## src/rtl/mdu_pkg.sv

```systemverilog
// Shared constants and decode helpers for the iterative multiply/divide sequencer.
// Pure declarations: no latency or flow control of its own.
// The zero-operand shortcut is selected with MDU_ZERO_SKIP_EN in mdu_special_detect.
package mdu_pkg;

    localparam int MDU_XLEN = 64;

    typedef logic [2:0] mdu_op_t;

    localparam mdu_op_t MDU_MUL    = 3'd0;
    localparam mdu_op_t MDU_MULH   = 3'd1;
    localparam mdu_op_t MDU_MULHSU = 3'd2;
    localparam mdu_op_t MDU_MULHU  = 3'd3;
    localparam mdu_op_t MDU_DIV    = 3'd4;
    localparam mdu_op_t MDU_DIVU   = 3'd5;
    localparam mdu_op_t MDU_REM    = 3'd6;
    localparam mdu_op_t MDU_REMU   = 3'd7;

    localparam logic [1:0] ST_IDLE = 2'd0;
    localparam logic [1:0] ST_CALC = 2'd1;
    localparam logic [1:0] ST_FIX  = 2'd2;
    localparam logic [1:0] ST_DONE = 2'd3;

    function automatic logic is_div(input mdu_op_t op);
        return op[2];
    endfunction

    // MUL is treated as signed: its low half does not depend on operand signedness.
    function automatic logic is_signed_rs1(input mdu_op_t op);
        return op inside {MDU_MUL, MDU_MULH, MDU_MULHSU, MDU_DIV, MDU_REM};
    endfunction

    function automatic logic is_signed_rs2(input mdu_op_t op);
        return op inside {MDU_MUL, MDU_MULH, MDU_DIV, MDU_REM};
    endfunction

endpackage

```

## src/rtl/mdu_seq_if.sv

```systemverilog
// Request/response bundle between decode/ex and the multiply/divide sequencer.
// No latency of its own; req_valid/req_ready handshake, stall held while busy.
// master = execute stage, slave = mdu_seq.
interface mdu_seq_if
    import mdu_pkg::*;
#(
    parameter int XLEN = MDU_XLEN
);
    logic            req_valid;
    logic            req_ready;
    mdu_op_t         op;
    logic [XLEN-1:0] oprand1;
    logic [XLEN-1:0] oprand2;
    logic            flush;
    logic            resp_valid;
    logic [XLEN-1:0] result;
    logic            stall;

    modport master (
        output req_valid, op, oprand1, oprand2, flush,
        input  req_ready, resp_valid, result, stall
    );

    modport slave (
        input  req_valid, op, oprand1, oprand2, flush,
        output req_ready, resp_valid, result, stall
    );
endinterface

```

## src/rtl/mdu_special_detect.sv

```systemverilog
// Flags operations that finish without iterating and forms their result.
// Latency: combinational. Backpressure: none, evaluated on the IDLE request.
// MDU_ZERO_SKIP_EN adds the zero-operand shortcut for MUL and DIV families.
module mdu_special_detect
    import mdu_pkg::*;
#(
    parameter int XLEN = MDU_XLEN
) (
    input  mdu_op_t         op_i,
    input  logic [XLEN-1:0] oprand1_i,
    input  logic [XLEN-1:0] oprand2_i,
    output logic            special_o,
    output logic [XLEN-1:0] special_result_o
);
    localparam logic [XLEN-1:0] MOST_NEG = {1'b1, {(XLEN-1){1'b0}}};

    logic div_zero;
    logic sgn_ovf;
    logic zero_skip;

    always_comb begin
        div_zero = is_div(op_i) && (oprand2_i == '0);
        sgn_ovf  = is_div(op_i) && is_signed_rs1(op_i)
                   && (oprand1_i == MOST_NEG) && (oprand2_i == '1);
`ifdef MDU_ZERO_SKIP_EN
        if (is_div(op_i)) begin
            zero_skip = (oprand1_i == '0) && (oprand2_i != '0);
        end else begin
            zero_skip = (oprand1_i == '0) || (oprand2_i == '0);
        end
`else
        zero_skip = 1'b0;
`endif
        special_o = div_zero || sgn_ovf || zero_skip;

        // op[1] separates REM/REMU from DIV/DIVU within the divide family.
        special_result_o = '0;
        if (div_zero) begin
            special_result_o = op_i[1] ? oprand1_i : '1;
        end else if (sgn_ovf) begin
            special_result_o = op_i[1] ? '0 : oprand1_i;
        end
    end
endmodule

```

## src/rtl/mdu_seq.sv

```systemverilog
// Radix-2 multiply/divide sequencer: shift-add / restoring shift-subtract, then sign fix-up.
// Latency: XLEN+2 cycles from accept to resp_valid; special cases 1 cycle.
// Backpressure: req_ready only in IDLE, stall held through CALC/FIX. Optional: MDU_ZERO_SKIP_EN.
module mdu_seq
    import mdu_pkg::*;
#(
    parameter int XLEN = MDU_XLEN
) (
    input  logic     clk,
    input  logic     rst,
    mdu_seq_if.slave bus
);
    localparam int CNT_W = $clog2(XLEN);

    logic [1:0]        state_q, state_d;
    logic [CNT_W-1:0]  cnt_q, cnt_d;
    logic [2*XLEN-1:0] acc_q, acc_d;
    logic [XLEN-1:0]   opnd_q, opnd_d;
    mdu_op_t           op_q, op_d;
    logic              neg_res_q, neg_res_d;
    logic              neg_rem_q, neg_rem_d;
    logic [XLEN-1:0]   result_q, result_d;

    logic              accept;
    logic              special;
    logic [XLEN-1:0]   special_result;
    logic              sign1, sign2;
    logic [XLEN-1:0]   mag1, mag2;

    logic [XLEN:0]     mul_sum;
    logic [2*XLEN-1:0] mul_next;
    logic [XLEN:0]     div_shift;
    logic [XLEN:0]     div_diff;
    logic [2*XLEN-1:0] div_next;

    logic [2*XLEN-1:0] prod_fix;
    logic [XLEN-1:0]   quo_fix;
    logic [XLEN-1:0]   rem_fix;
    logic [XLEN-1:0]   fix_result;

    mdu_special_detect #(.XLEN(XLEN)) u_special (
        .op_i             (bus.op),
        .oprand1_i        (bus.oprand1),
        .oprand2_i        (bus.oprand2),
        .special_o        (special),
        .special_result_o (special_result)
    );

    assign accept = (state_q == ST_IDLE) && bus.req_valid && !bus.flush;

    always_comb begin
        sign1 = is_signed_rs1(bus.op) && bus.oprand1[XLEN-1];
        sign2 = is_signed_rs2(bus.op) && bus.oprand2[XLEN-1];
        mag1  = sign1 ? -bus.oprand1 : bus.oprand1;
        mag2  = sign2 ? -bus.oprand2 : bus.oprand2;
    end

    // acc_q is shared: {product high, multiplier/product low} or {remainder, dividend/quotient}.
    always_comb begin
        mul_sum   = {1'b0, acc_q[2*XLEN-1:XLEN]} + (acc_q[0] ? {1'b0, opnd_q} : '0);
        mul_next  = {mul_sum, acc_q[XLEN-1:1]};
        div_shift = {acc_q[2*XLEN-1:XLEN], acc_q[XLEN-1]};
        div_diff  = div_shift - {1'b0, opnd_q};
        div_next  = {div_diff[XLEN] ? div_shift[XLEN-1:0] : div_diff[XLEN-1:0],
                     acc_q[XLEN-2:0], ~div_diff[XLEN]};
    end

    always_comb begin
        prod_fix = neg_res_q ? -acc_q : acc_q;
        quo_fix  = neg_res_q ? -acc_q[XLEN-1:0] : acc_q[XLEN-1:0];
        rem_fix  = neg_rem_q ? -acc_q[2*XLEN-1:XLEN] : acc_q[2*XLEN-1:XLEN];
        case (op_q)
            MDU_MUL:                        fix_result = prod_fix[XLEN-1:0];
            MDU_MULH, MDU_MULHSU, MDU_MULHU: fix_result = prod_fix[2*XLEN-1:XLEN];
            MDU_DIV, MDU_DIVU:              fix_result = quo_fix;
            default:                        fix_result = rem_fix;
        endcase
    end

    always_comb begin
        state_d   = state_q;
        cnt_d     = cnt_q;
        acc_d     = acc_q;
        opnd_d    = opnd_q;
        op_d      = op_q;
        neg_res_d = neg_res_q;
        neg_rem_d = neg_rem_q;
        result_d  = result_q;
        case (state_q)
            ST_IDLE: begin
                if (accept) begin
                    op_d = bus.op;
                    if (special) begin
                        result_d = special_result;
                        state_d  = ST_DONE;
                    end else begin
                        neg_res_d = sign1 ^ sign2;
                        neg_rem_d = sign1;
                        cnt_d     = '0;
                        if (is_div(bus.op)) begin
                            acc_d  = {{XLEN{1'b0}}, mag1};
                            opnd_d = mag2;
                        end else begin
                            acc_d  = {{XLEN{1'b0}}, mag2};
                            opnd_d = mag1;
                        end
                        state_d = ST_CALC;
                    end
                end
            end
            ST_CALC: begin
                acc_d = is_div(op_q) ? div_next : mul_next;
                cnt_d = cnt_q + CNT_W'(1);
                if (cnt_q == CNT_W'(XLEN - 1)) begin
                    state_d = ST_FIX;
                end
            end
            ST_FIX: begin
                result_d = fix_result;
                state_d  = ST_DONE;
            end
            default: begin
                state_d = ST_IDLE;
            end
        endcase
        // A flush kills the operation outright and must not disturb the held result.
        if (bus.flush) begin
            state_d  = ST_IDLE;
            result_d = result_q;
        end
    end

    always_ff @(posedge clk) begin
        if (rst) begin
            state_q   <= ST_IDLE;
            cnt_q     <= '0;
            acc_q     <= '0;
            opnd_q    <= '0;
            op_q      <= MDU_MUL;
            neg_res_q <= 1'b0;
            neg_rem_q <= 1'b0;
            result_q  <= '0;
        end else begin
            state_q   <= state_d;
            cnt_q     <= cnt_d;
            acc_q     <= acc_d;
            opnd_q    <= opnd_d;
            op_q      <= op_d;
            neg_res_q <= neg_res_d;
            neg_rem_q <= neg_rem_d;
            result_q  <= result_d;
        end
    end

    assign bus.req_ready  = (state_q == ST_IDLE);
    assign bus.resp_valid = (state_q == ST_DONE) && !bus.flush;
    assign bus.result     = result_q;
    assign bus.stall      = accept || (state_q == ST_CALC) || (state_q == ST_FIX);

endmodule

```

## src/flat_wrapper.sv

```systemverilog
// flat-port wrapper written by rule: the top's interface ports become plain ports
module mdu_seq_flat import mdu_pkg::*;
#(
    parameter int XLEN = MDU_XLEN
)
  (clk, rst, bus_req_valid, bus_op, bus_oprand1, bus_oprand2, bus_flush, bus_req_ready, bus_resp_valid, bus_result, bus_stall);
  mdu_seq_if #(.XLEN(XLEN)) bus_i ();
  input  logic clk;
  input  logic rst;
  input wire logic [$bits(bus_i.req_valid)-1:0] bus_req_valid;
  input wire logic [$bits(bus_i.op)-1:0] bus_op;
  input wire logic [$bits(bus_i.oprand1)-1:0] bus_oprand1;
  input wire logic [$bits(bus_i.oprand2)-1:0] bus_oprand2;
  input wire logic [$bits(bus_i.flush)-1:0] bus_flush;
  output wire logic [$bits(bus_i.req_ready)-1:0] bus_req_ready;
  output wire logic [$bits(bus_i.resp_valid)-1:0] bus_resp_valid;
  output wire logic [$bits(bus_i.result)-1:0] bus_result;
  output wire logic [$bits(bus_i.stall)-1:0] bus_stall;
  assign bus_i.req_valid = bus_req_valid;
  assign bus_i.op = bus_op;
  assign bus_i.oprand1 = bus_oprand1;
  assign bus_i.oprand2 = bus_oprand2;
  assign bus_i.flush = bus_flush;
  assign bus_req_ready = bus_i.req_ready;
  assign bus_resp_valid = bus_i.resp_valid;
  assign bus_result = bus_i.result;
  assign bus_stall = bus_i.stall;
  mdu_seq #(.XLEN(XLEN)) u_core (.clk(clk), .rst(rst), .bus(bus_i));
endmodule
```

## config.mk

```make
export PLATFORM = sky130hd
export DESIGN_NAME = mdu_seq_flat
export DESIGN_NICKNAME = d
export VERILOG_FILES = /design/src/rtl/mdu_pkg.sv /design/src/rtl/mdu_seq_if.sv /design/src/rtl/mdu_special_detect.sv /design/src/rtl/mdu_seq.sv /design/src/flat_wrapper.sv
export SDC_FILE = /design/constraint.sdc
export NUM_CORES = 2
export LEC_CHECK = 0
export BUFFER_PORTS_ARGS = -buffer_cell sky130_fd_sc_hd__buf_2
export CAP_MARGIN = 5
export CORE_ASPECT_RATIO = 0.8
export CORE_MARGIN = 3
export CORE_UTILIZATION = 45
export DETAILED_ROUTE_END_ITERATION = 16
export GPL_TIMING_DRIVEN = 0
export PLACE_DENSITY_LB_ADDON = 0.08
export SETUP_SLACK_MARGIN = 0.02
export SYNTH_ARGS = -nofsm -noshare
export SYNTH_HDL_FRONTEND = slang
export SYNTH_SLANG_ARGS = --single-unit
```

## constraint.sdc

```tcl
create_clock -name clk -period 10.48 [get_ports clk]
set_input_delay 2.096 -clock clk [delete_from_list [all_inputs] [get_ports clk]]
set_output_delay 2.096 -clock clk [all_outputs]
set_load 0.05 [all_outputs]
```

# ---- After elaboration in Yosys (flattened, before gate mapping)
# Cells that the tools add are included.
dict set report word_totals {
  wordCells 96
  ff_bits 269
  inputBits 135
}
dict set report op_classes {
  n_reduce_logical 29
  n_addsub 8
  bitwise 4
  eq_ne 19
  mux 28
}
# cell n
set op_table {}
lappend op_table {{two-way mux 64 bit} 14}
lappend op_table {{two-way mux 128 bit} 4}
lappend op_table {{negator 64 bit} 4}
lappend op_table {{one-hot mux 128 bit (2 select lines)} 1}
lappend op_table {{one-hot mux 64 bit (3 select lines)} 1}
lappend op_table {{== test 64 bit, second input constant} 2}
lappend op_table {{negator 128 bit} 1}
lappend op_table {{one-hot mux 64 bit (2 select lines)} 1}
lappend op_table {{adder 64 x 65 -> 65 bit} 1}
lappend op_table {{subtractor 65 x 64 -> 65 bit} 1}
lappend op_table {{zero test 64 bit} 1}
lappend op_table {{== test 3 bit, second input constant} 4}
lappend op_table {{two-way mux 6 bit} 2}
lappend op_table {{one-hot mux 6 bit (2 select lines)} 1}
lappend op_table {{== test 3 x 2 -> 1 bit, second input constant} 3}
lappend op_table {{logical AND 1 bit} 9}
lappend op_table {{adder 6 x 1 -> 6 bit, second input constant} 1}
lappend op_table {{== test 3 x 1 -> 1 bit, second input constant} 2}
lappend op_table {{== test 6 bit, second input constant} 1}
lappend op_table {{zero test 3 bit} 2}
lappend op_table {{two-way mux 2 bit} 3}
lappend op_table {{inequality test 2 x 1 -> 1 bit, second input constant} 3}
lappend op_table {{one-hot mux 2 bit (3 select lines)} 1}
lappend op_table {{AND reduction 3 bit} 2}
lappend op_table {{other kinds (15)} 23}

# ---- Longest topological paths before layout
dict set report logic_depth {
  word_depth 10
  mapped_depth 17
  ltp_nobuf 15
}

# ---- Hierarchy
# A second synthesis with hierarchy kept.
dict set report hier_totals {
  hier_cells 4401
  area_unflattened_um2 29938.7
}
# mod cells_per_inst area_per_inst_um2 instances
set by_module_without_submodules {}
lappend by_module_without_submodules {mdu_seq 4188 28851.4 1}
lappend by_module_without_submodules {mdu_special_detect 213 1087.3 1}

# ---- Worst setup path before layout
# No wires, ideal clock.
dict set report synth_timing {
  kind {input to register}
  from {input port bus_oprand2[48]}
  to {register u_core.acc_q[123]}
  n_path_buf 2
  setup_time_ns 0.130
  arrival_time_ns 5.211
  stages 13
  setup_slack_ns 5.139
  cell_sequence {or4_4 > or4_4 > or4b_4 > nor4_4 > or3_1 > buf_4 > a21oi_2 > nor2b_1 > buf_6 > nand2_4 > nor2_2 > a222oi_1 > o21ai_1}
}
dict set report synth_between {
  elab_chain_cells 5
  elab_cells_between_ends 7
  classes_between {2 x eq/ne; 5 x reduce/logical}
}
# element line_no
set synth_rtl {}
lappend synth_rtl {{from (decl)} flat_wrapper.sv:13} ;# input wire logic [$bits(bus_i.oprand2)-1:0] bus_oprand2;
lappend synth_rtl {{== test 64 bit / zero test 64 bit (equally long branches)} {mdu_special_detect.sv:24, mdu_special_detect.sv:22}}
lappend synth_rtl {{logical AND 1 bit, on equally long branches} {mdu_special_detect.sv:24, mdu_special_detect.sv:22}}
lappend synth_rtl {{logical OR 1 bit *} mdu_special_detect.sv:34} ;# special_o = div_zero || sgn_ovf || zero_skip;
lappend synth_rtl {{inequality test 2 bit (no line) *} -}
lappend synth_rtl {{AND reduction 3 bit (no line) *} -}
lappend synth_rtl {{to (signal assigned)} mdu_seq.sv:137} ;# acc_q <= '0;
lappend synth_rtl {{to (signal assigned)} mdu_seq.sv:146} ;# acc_q <= acc_d;
lappend synth_rtl {{to (decl)} mdu_seq.sv:17} ;# logic [2*XLEN-1:0] acc_q, acc_d;
# Every way passes the cells marked *; elsewhere a longest branch is shown, timed or not.
# A chain may end at the register's enable or synchronous reset.

# ---- Final worst setup path
dict set report layout_timing {
  from {input port bus_oprand1[31]}
  to {register u_core.acc_q[120]}
}
dict set report layout_between {
  elab_chain_cells 6
}
# element line_no
set layout_rtl {}
lappend layout_rtl {{from (decl)} flat_wrapper.sv:12} ;# input wire logic [$bits(bus_i.oprand1)-1:0] bus_oprand1;
lappend layout_rtl {{== test 64 bit} mdu_special_detect.sv:24} ;# && (oprand1_i == MOST_NEG) && (oprand2_i == '1);
lappend layout_rtl {{logical AND 1 bit (2 in series)} mdu_special_detect.sv:24}
lappend layout_rtl {{logical OR 1 bit} mdu_special_detect.sv:34}
lappend layout_rtl {{inequality test 2 bit (no line)} -}
lappend layout_rtl {{AND reduction 3 bit (no line)} -}
# No other way between the ends.

==> impl_metrics.tcl <==
set metrics [dict create \
    num-fill-cells 6800 \
    setup_violations 0 \
    clock_latency_ns 0.63 \
    post-route-min-period_ns 6.93 \
    r2r_slack_ns 4.06 \
    synth_top_cell_by_area "dfxtp_1" \
    worstPathRequired_ns 10.93 \
    tns_ns 0 \
    dieArea_um2 69700 \
    die_x_um 294 \
    antenna_found_initial 7 \
    relSlewSlack 0.0506 \
    crit_path_end "u_core.acc_q[120]" \
    hp-class "reg2reg" \
    pin_count 202 \
    finClkSkew_ns 0.0356 \
    drcViolationCount 0 \
    io_buffers 200 \
    cts.sinks 269 \
    yosys_register_bits 269 \
    end_kind "flop" \
    synth_common_cells "565 x nor2_1, 453 x nand2_1, 408 x a21oi_1" \
    placed_area_um2 32000 \
    drv_cap 0 \
    rsz0062_at_grt "no" \
    synth_edf_count 0 \
    wl_mm 183 \
    synth_warnings 0 \
    yosysSeqAreaShare 0.180 \
    dpl.hpwl_mm 149 \
    rr_worst_depth 16 \
    multiInputGateArea_um2 22700 \
    wire_per_inst_um 33.1 \
    vdd_drop_max_mv 0.137 \
    syn_nets 4691 \
    clockBufferDepth 3 \
    hp-start "u_core.bus.result[29]" \
    grt_overflow 0 \
    stdcell_area_um2 33100 \
    core_um2 65000 \
    ant_nets 0 \
    arrival_ns 7.37 \
    p_leak_nw 12.6 \
    grt_max_degree 16 \
    final_nets 4927 \
    yosysMostFrequentCell "nor2_1" \
    r2r_start "u_core.acc_q[63]" \
    initial_core_util 0.461 \
    ys.flop_type "dfxtp_1" \
    power_density_nw_per_um2 104 \
    cp_max_fo 10 \
    ctsResizeCount 0 \
    dr.pass1.iters 9 \
    hold_buffers 0 \
    synth_area_um2 29900 \
    drive_gt1_frac 0.0777 \
    netlist.area_leader.share 0.180 \
    post_cts_buffers 0 \
    outcome "complete, no violations" \
    synthDistinctLibCells 94 \
    rows 83 \
    max_freq_mhz 144 \
    seqCellArea_um2 5390 \
    netlist_instances 4416 \
    grt_pass1_vias 33900 \
    die_h_um 237 \
    clkTransAtPathRegs_ns 0.06 \
    area_growth_pct 10.5 \
    via_count 39400 \
    synthArstFlopShare 0 \
    grt_pass1_wl_mm 252 \
    total_power_mw 3.44 \
    place.gp.congestion 1.16 \
    worst_slew_pin_slew_ns 1.42 \
    numCtsBuffers 30 \
    drt-vias-per-instance 7.12 \
    synth_area_leaders "dfxtp_1 18%, nor2_1 7.1%, a21oi_1 6.8%" \
    cts_tree "done" \
    crit_type "in2reg" \
    min_period_over_period 0.661 \
    cp-startpoint "bus_oprand1[31]" \
    gr-usage-all-layers 0.497 \
    cts_max_level 1 \
    hold_viol 0 \
    clockRootBuffer "clkbuf_16" \
    drt_iter0_markers 7278 \
    drv_slew 0 \
    start_kind "primary input" \
    synth.avg_cell_area_um2 6.78 \
    r2r_end "u_core.acc_q[0]" \
]
==> power by group <==
part / internal [mW] / total (mW) / switching (mW)
Sequential: 1.06 / 1.13 / 0.0691
Clock: 0.667 / 1.19 / 0.520
Combinational: 0.311 / 1.12 / 0.812
==> sequential cells by signal (all words and copies together), names as in the netlist <==
register / count
u_core.op_q: 3
u_core.opnd_q: 64
u_core.cnt_q: 6
u_core.neg_rem_q: 1
u_core.state_q: 2
u_core.acc_q: 128
u_core.bus.result: 64
u_core.neg_res_q: 1
==> routing by layer <==
| layer | vias up | wire, um | global-route usage |
|---|---|---|---|
| met5 | - | 122 | 0.0111 |
| met2 | 3594 | 64800 | 0.620 |
| li1 | 16600 | - | - |
| met1 | 18500 | 72000 | 0.682 |
| met4 | 4 | 11800 | 0.233 |
| met3 | 660 | 34500 | 0.265 |
==> placed cells by master (no fill, tap or decap), types with 11 or more instances in the layout <==
master and instances:
nand4_1 75, o21a_1 18, clkbuf_1 310, or4_1 54, nor2_1 565, ha_1 138
o41ai_1 39, or2_2 17, xnor2_1 196, nor4_1 59, a311oi_1 22, mux2_2 32
o21ai_0 326, buf_1 26, inv_1 115, xor2_1 185, o221ai_1 19, nor2b_1 14
a31oi_1 40, o211ai_1 86, or3_1 50, a21oi_1 408, and2_1 11, nor3_1 145
nand2_1 453, and3_1 17, o31ai_1 69, a21o_1 60, mux2i_1 60, buf_2 223
o22ai_1 40, a221oi_1 19, a22oi_1 39, dfxtp_1 269, a211oi_1 132, clkbuf_16 30
nand3_1 73, nand2b_1 31, o21bai_1 34
==> cell families (layout without fill, tap and decap cells) <==
kind of cell / Yosys count / after routing / share of synthesized area
buf+inv: 477 / 735 / 0.0612
compound gates: 1445 / 1445 / 0.306
flops: 269 / 269 / 0.180
simple gates: 1612 / 1612 / 0.250
other cells: 0 / 5 / 0
mux: 92 / 92 / 0.0321
fa+ha+maj: 140 / 140 / 0.0590
xor+xnor: 381 / 381 / 0.111
==> critical path, cell delays in order <==
cell and delay, ns:
buf_2 0.18, or4_1 0.67, nor3_1 0.73, nand3_1 0.22
nor4_1 0.80, or3_1 0.20, buf_4 0.15, o21ai_1 0.19
clkbuf_1 0.43, nand2_1 0.58, clkbuf_1 0.84, o211ai_1 0.26
==> cell type report <==
cell class,instances,area share
diodes,5,0.000378
plain buffers,357,0.0417
clock buffers,35,0.0239
clock inverters,19,0.00798
inverters,120,0.0136
multi-input cells,3670,0.687
flip-flops and latches,269,0.163
well taps,850,0.0321
repair buffers,204,0.0309
==> stage by stage <==
| stage | util | hold WS (ns) | instances | setup slack [ns] |
|---|---|---|---|---|
| floorplan | - | 0.432 | 4416 | 5.14 |
| global placement | 0.492 | 0.432 | 5466 | 2.74 |
| detailed placement | 0.493 | 0.438 | 5469 | 3.29 |
| CTS | 0.509 | 0.450 | 5523 | 3.91 |
| global route | 0.509 | 0.469 | 5524 | 3.65 |
| finish | 0.509 | 0.447 | 5529 | 3.55 |
==> worst min-delay path by stage <==
stage	endpoint	slack [ns]	cells past startpoint
2_1_floorplan	u_core.opnd_q[50]	0.43	2
3_3_place_gp	u_core.bus.result[48]	0.43	2
3_5_place_dp	u_core.bus.result[50]	0.44	2
4_1_cts	u_core.bus.result[29]	0.45	2
5_1_grt	u_core.bus.result[20]	0.47	2
6_report	u_core.bus.result[29]	0.45	2
Note: power is estimated with default switching activity, not from simulation.
